--- src/rtl/lsu_pkg.sv ---
`default_nettype none
// ============================================================================
// Module   : lsu_pkg
// Purpose  : Shared types and helpers for the MEM-stage load/store unit:
//            FSM state encoding, request size encodings and the legality check.
// Ports    : (package, no ports)
// Revision : 1.0 - initial release
// ============================================================================
package lsu_pkg;

  typedef enum logic [1:0] {
    ST_IDLE  = 2'd0,
    ST_READ  = 2'd1,
    ST_WRITE = 2'd2,
    ST_RESP  = 2'd3
  } lsu_state_t;

  localparam logic [2:0] SZ_B  = 3'd0;
  localparam logic [2:0] SZ_H  = 3'd1;
  localparam logic [2:0] SZ_W  = 3'd2;
  localparam logic [2:0] SZ_BU = 3'd4;
  localparam logic [2:0] SZ_HU = 3'd5;

  // Alignment and encoding check. Unsigned sizes only exist for loads.
  function automatic logic is_legal(input logic       we,
                                    input logic [2:0] size,
                                    input logic [1:0] addr_lo);
    logic ok;
    ok = 1'b0;
    case (size)
      SZ_B:    ok = 1'b1;
      SZ_H:    ok = (addr_lo[0] == 1'b0);
      SZ_W:    ok = (addr_lo == 2'b00);
      SZ_BU:   ok = !we;
      SZ_HU:   ok = !we && (addr_lo[0] == 1'b0);
      default: ok = 1'b0;
    endcase
    return ok;
  endfunction

endpackage
`default_nettype wire

--- src/rtl/load_store_unit_lane.sv ---
`default_nettype none
// ============================================================================
// Module   : lsu_lane
// Purpose  : Combinational big-endian byte-lane logic. Extracts and extends
//            load data from a memory word, and merges sub-word store data
//            into a previously read word.
// Ports    : word        in  32  word read from memory
//            offset      in  2   byte offset inside the word
//            size        in  3   request size encoding
//            wdata       in  32  right-justified store data
//            load_data   out 32  sign/zero-extended load result
//            merged_word out 32  word to write back for the store
// Revision : 1.0 - initial release
// ============================================================================
module lsu_lane
  import lsu_pkg::*;
(
  input  logic [31:0] word,
  input  logic [1:0]  offset,
  input  logic [2:0]  size,
  input  logic [31:0] wdata,
  output logic [31:0] load_data,
  output logic [31:0] merged_word
);

  logic [7:0]  lane_byte;
  logic [15:0] lane_half;

  // Big-endian: offset 0 is the most significant byte.
  always_comb begin
    lane_byte = word[31:24];
    case (offset)
      2'd0: lane_byte = word[31:24];
      2'd1: lane_byte = word[23:16];
      2'd2: lane_byte = word[15:8];
      2'd3: lane_byte = word[7:0];
      default: lane_byte = word[31:24];
    endcase
    lane_half = offset[1] ? word[15:0] : word[31:16];
  end

  always_comb begin
    load_data = 32'h0;
    case (size)
      SZ_B:    load_data = {{24{lane_byte[7]}}, lane_byte};
      SZ_BU:   load_data = {24'h0, lane_byte};
      SZ_H:    load_data = {{16{lane_half[15]}}, lane_half};
      SZ_HU:   load_data = {16'h0, lane_half};
      SZ_W:    load_data = word;
      default: load_data = 32'h0;
    endcase
  end

  always_comb begin
    merged_word = word;
    case (size)
      SZ_B: begin
        case (offset)
          2'd0: merged_word[31:24] = wdata[7:0];
          2'd1: merged_word[23:16] = wdata[7:0];
          2'd2: merged_word[15:8]  = wdata[7:0];
          2'd3: merged_word[7:0]   = wdata[7:0];
          default: merged_word = word;
        endcase
      end
      SZ_H: begin
        if (offset[1]) merged_word[15:0]  = wdata[15:0];
        else           merged_word[31:16] = wdata[15:0];
      end
      default: merged_word = wdata;
    endcase
  end

endmodule
`default_nettype wire

--- src/rtl/load_store_unit.sv ---
`default_nettype none
// ============================================================================
// Module   : load_store_unit
// Purpose  : MEM-stage load/store unit. Turns byte/halfword/word requests into
//            word accesses on a big-endian, word-indexed data memory, using
//            read-modify-write for sub-word stores.
// Ports    : clk, rst_n                  clock, async active-low reset
//            req_valid/req_ready         request handshake
//            req_we, req_size            store flag, size encoding
//            req_addr, req_wdata         byte address, store data
//            resp_valid/resp_rdata/err   one-cycle completion
//            MemRead, MemWrite           memory strobes
//            mem_address                 word index
//            mem_write_data              word to write
//            mem_read_data               combinational word from memory
// Revision : 1.0 - initial release
// ============================================================================
module load_store_unit
  import lsu_pkg::*;
#(
  parameter int ADDR_W = 32,
  parameter int DATA_W = 32
) (
  input  logic              clk,
  input  logic              rst_n,
  input  logic              req_valid,
  output logic              req_ready,
  input  logic              req_we,
  input  logic [2:0]        req_size,
  input  logic [ADDR_W-1:0] req_addr,
  input  logic [DATA_W-1:0] req_wdata,
  output logic              resp_valid,
  output logic [DATA_W-1:0] resp_rdata,
  output logic              resp_err,
  output logic              MemRead,
  output logic              MemWrite,
  output logic [31:0]       mem_address,
  output logic [31:0]       mem_write_data,
  input  logic [31:0]       mem_read_data
);

  lsu_state_t        state, next_state;

  logic              we_q;
  logic [2:0]        size_q;
  logic [ADDR_W-1:0] addr_q;
  logic [DATA_W-1:0] wdata_q;
  logic              err_q;
  logic [DATA_W-1:0] rdata_q;
  logic [31:0]       wbuf_q;

  logic              accept;
  logic              legal;
  logic [31:0]       load_data;
  logic [31:0]       merged_word;

  assign accept = (state == ST_IDLE) && req_valid;
  assign legal  = is_legal(req_we, req_size, req_addr[1:0]);

  lsu_lane u_lane (
    .word        (mem_read_data),
    .offset      (addr_q[1:0]),
    .size        (size_q),
    .wdata       (wdata_q),
    .load_data   (load_data),
    .merged_word (merged_word)
  );

  // State register
  always_ff @(posedge clk or negedge rst_n) begin
    if (!rst_n) state <= ST_IDLE;
    else        state <= next_state;
  end

  // Next-state logic
  always_comb begin
    next_state = state;
    case (state)
      ST_IDLE: begin
        if (req_valid) begin
          if (!legal)                          next_state = ST_RESP;
          else if (req_we && req_size == SZ_W) next_state = ST_WRITE;
          else                                 next_state = ST_READ;
        end
      end
      ST_READ:  next_state = we_q ? ST_WRITE : ST_RESP;
      ST_WRITE: next_state = ST_RESP;
      ST_RESP:  next_state = ST_IDLE;
      default:  next_state = ST_IDLE;
    endcase
  end

  // Request capture and read-word capture. A word store skips READ, so its
  // data goes straight into the write buffer at acceptance.
  always_ff @(posedge clk or negedge rst_n) begin
    if (!rst_n) begin
      we_q    <= 1'b0;
      size_q  <= SZ_B;
      addr_q  <= '0;
      wdata_q <= '0;
      err_q   <= 1'b0;
      rdata_q <= '0;
      wbuf_q  <= '0;
    end else if (accept) begin
      we_q    <= req_we;
      size_q  <= req_size;
      addr_q  <= req_addr;
      wdata_q <= req_wdata;
      err_q   <= !legal;
      rdata_q <= '0;
      wbuf_q  <= 32'(req_wdata);
    end else if (state == ST_READ) begin
      if (we_q) wbuf_q  <= merged_word;
      else      rdata_q <= DATA_W'(load_data);
    end
  end

  // Outputs; bus fields are forced to zero whenever no access is in flight.
  always_comb begin
    req_ready      = (state == ST_IDLE);
    MemRead        = (state == ST_READ);
    MemWrite       = (state == ST_WRITE);
    resp_valid     = (state == ST_RESP);
    resp_err       = (state == ST_RESP) && err_q;
    resp_rdata     = (state == ST_RESP) ? rdata_q : '0;
    mem_address    = 32'h0;
    mem_write_data = 32'h0;
    if (state == ST_READ || state == ST_WRITE)
      mem_address = 32'(addr_q[ADDR_W-1:2]);
    if (state == ST_WRITE)
      mem_write_data = wbuf_q;
  end

endmodule
`default_nettype wire

--- config.mk ---
export PLATFORM = sky130hd
export DESIGN_NAME = load_store_unit
export DESIGN_NICKNAME = d
export VERILOG_FILES = /design/src/rtl/lsu_pkg.sv /design/src/rtl/load_store_unit_lane.sv /design/src/rtl/load_store_unit.sv
export SDC_FILE = /design/constraint.sdc
export NUM_CORES = 1
export LEC_CHECK = 0
export BUFFER_PORTS_ARGS = -buffer_cell sky130_fd_sc_hd__buf_4
export CORE_ASPECT_RATIO = 1.5
export CORE_MARGIN = 3
export CORE_UTILIZATION = 45
export DETAILED_ROUTE_END_ITERATION = 8
export GPL_TIMING_DRIVEN = 0
export PLACE_DENSITY_LB_ADDON = 0.08
export RECOVER_POWER = 25
export SYNTH_ARGS = -nofsm -noshare
export SYNTH_HDL_FRONTEND = slang
export SYNTH_SLANG_ARGS = --single-unit
export TNS_END_PERCENT = 5
--- constraint.sdc ---
create_clock -name clk -period 2.6 [get_ports clk]
set_clock_uncertainty 0.2 [all_clocks]
set_input_delay 0.52 -clock clk [delete_from_list [all_inputs] [get_ports clk]]
set_output_delay 0.52 -clock clk [all_outputs]
set_load 0.1 [all_outputs]
==> impl_metrics.ini <==
[status]
status = finished, final reports clean

[finish]
num_antenna_cells = 0
area_growth_syn_to_layout_pct = 42.3
drive_gt1_share_pct = 33.2
layout.cells.non_filler = 1241
nNetsFinal = 1132

[grt]
grt-ovfl-total = 0
first_global_vias = 7087
grt_start_max_net_pins = 92
grt_pass1_wl_um = 38200
track_usage_pct = 27.1
antenna_found_initial = 0

[sta]
fin_crit_sh_pct = 99.0
worst-slew-pin-transition_ps = 1130
max_freq_mhz = 388
grt_setup_unrepaired = true
drv_slew = 0
finalSetupViolCount = 0
post-route-min-period_ps = 2580
hold_viol_final = 0
timing.final.ws_setup_ps = 24.9
max-slew-margin-rel_pct = 24.6

[placed_design]
pre_cts_slack_ps = 95.4
routabilityCongestion = 0.940
dp_hpwl_um = 18300
io_buffers = 201
dp.cells = 1207

[drt]
avgViaCountPerCell = 5.52
totalWireLength_um = 24200
wl_per_cell_um = 19.5
ant_nets = 0
remaining_drc_errors = 0
vias = 6846
drt_iter0_markers = 362
dr.pass1.iters = 5

[floorplanning]
die_y_um = 163
ios = 204
num_rows = 56
dieArea_um2 = 18000
initial_utilization_pct = 46.6
die_w_um = 111
design.core.area_um2 = 15800

[flow_run]
drv_cap = 0

[synth]
yosys_warnings = 0
synthesis.instances = 801
synthTopCellsByArea = dfrtp_1 (46%), nand2_1 (12%), and2_1 (8.2%)
synth_edf_count = 0
netlist_area_um2 = 7390
netlist.top_cell.by_area = dfrtp_1
avgSynthCellArea_um2 = 9.22
async_reset_ff_share_pct = 100
synthDominantCellAreaShare_pct = 45.7
ys.flop_type = dfrtp_1
synth_cell_types = 54
ys_ff_latch = 135
yosysSeqAreaShare_pct = 45.7

[critical_path]
crit_path_max_fanout = 10
crit_type = reg2out
critPathRequiredTime_ps = 1880
slowest_stage = dfrtp_1
timing.rr.start = state[0]
worstSetupStartpointType = flip-flop
worst_setup_path_end_kind = primary output
path_cells = inv_1 > ha_2 > clkbuf_4 > and2_1 > buf_12
worstSetupStartpoint = state[0]
crit_family = buffers and inverters
worstPathArrival_ps = 1860
max_stage_delay_ps = 400
cp.buffers_inverters = 3

[worst_hold_path]
hp-class = in2reg
min_from = req_addr[3]

[clock_network]
cts_sinks = 135
clock-root-buffer = clkbuf_16
htreeDepth = 4
cts_buffer_depth = 2
clkLatencyLatePin_ps = 420
cts_buffers = 17
tritoncts = yes
clkSlewWorstSetupHoldPaths_ps = 60
[flip-flops by register name, indices dropped and copies added (netlist names)]
name / count
addr_q: 32
rdata_q: 32
wbuf_q: 32
wdata_q: 32
size_q: 3
state: 2
err_q: 1
we_q: 1
[repair_timing]
action / 4_1_cts / 5_1_grt
gates cloned: 0 / 0
hold buffers: 1 / 0
buffers inserted: 0 / 1
pin swaps: 0 / 0
endpoints found under the hold margin: 44 / 0
setup endpoints to repair: 90 / 90
resized for setup: 72 / 112
[through the flow]
stage	setup TNS (ps)	instance area [µm²]	utilization (%)	hold WS, ps
2_1_floorplan	-7760	7400	-	24.4
3_3_place_gp	0	9170	57.9	249
3_5_place_dp	0	9200	58.1	254
4_1_cts	-7.03	10100	63.7	75.1
5_1_grt	-537	10500	66.4	80.1
6_report	0	10500	66.4	84.6
[final cells by class]
class | count | area, µm²
fill | 1342 | 5330
clock buffer | 21 | 460
multi-input combinational | 602 | 3750
inverter | 4 | 15.0
tap | 203 | 254
buffer | 61 | 340
timing repair buffer | 204 | 2140
sequential | 135 | 3380
clock inverter | 11 | 173
[final timing paths]
kind	endpoint	slack (ps)	cells past startpoint
setup reg to reg	wbuf_q[22]	180	7
hold reg to reg	addr_q[2]	270	2
max in group asynchronous	state[1]	520	3
setup / recovery	mem_address[18]	20	5
min in group asynchronous	rdata_q[2]	650	2
hold / removal	addr_q[3]	80	3
[synth_stat cells (2+ instances only)]
library cell / n
buf_6: 5
buf_4: 4
mux2i_1: 20
a2bb2oi_1: 2
a21oi_1: 19
a221o_1: 17
nand2b_1: 3
o211ai_1: 19
a221oi_1: 19
o21ai_1: 3
and3_1: 6
a21oi_2: 2
a22oi_1: 20
o2bb2ai_1: 6
nor3_1: 2
nand3_1: 4
buf_2: 23
mux4_2: 5
nor2b_1: 2
o211ai_2: 3
inv_1: 4
ha_1: 4
nand2_1: 241
mux2_2: 30
o221ai_1: 5
nor2_4: 2
and2_1: 97
mux2_1: 3
o21ai_0: 32
clkbuf_1: 28
nor2_1: 11
o22ai_1: 4
dfrtp_1: 135
[routing by layer]
| metal | share of wire (%) | wire, µm | GRT usage, % | up-vias |
|---|---|---|---|---|
| li1 | - | - | - | 3216 |
| met4 | 5.1 | 1230 | 14.3 | 0 |
| met1 | 37 | 9050 | 31.4 | 3260 |
| met3 | 7.0 | 1700 | 7.21 | 72 |
| met2 | 50 | 12200 | 45.8 | 298 |
| met5 | 0 | 0 | 0 | - |
[tightest hold or removal path, stage by stage]
cell and delay, ps:
buf_4 80, nand2_1 40, nand2_1 40
[cell families after synthesis]
kind of cell	share of synthesized area, %
buffers and inverters	4.40
DFF	45.7
adders and majority gates	0.678
AOI/OAI and AO/OA	15.7
other	0.0508
and+or+nand+nor	23.7
muxes	9.82
[cells in the final DEF (no fill, tap or decap), drive strengths merged, types with 17 or more instances in the layout]
master	n
mux2	34
o21ai	36
buf	237
clkbuf	48
and2	98
a221oi	19
dfrtp	135
nand2	241
o211ai	22
a22oi	20
a21oi	21
a221o	17
mux2i	20
Power is left out: the tool's default activity adds up to more than one toggle a clock period on the data nets, which glitch-free logic cannot reach.
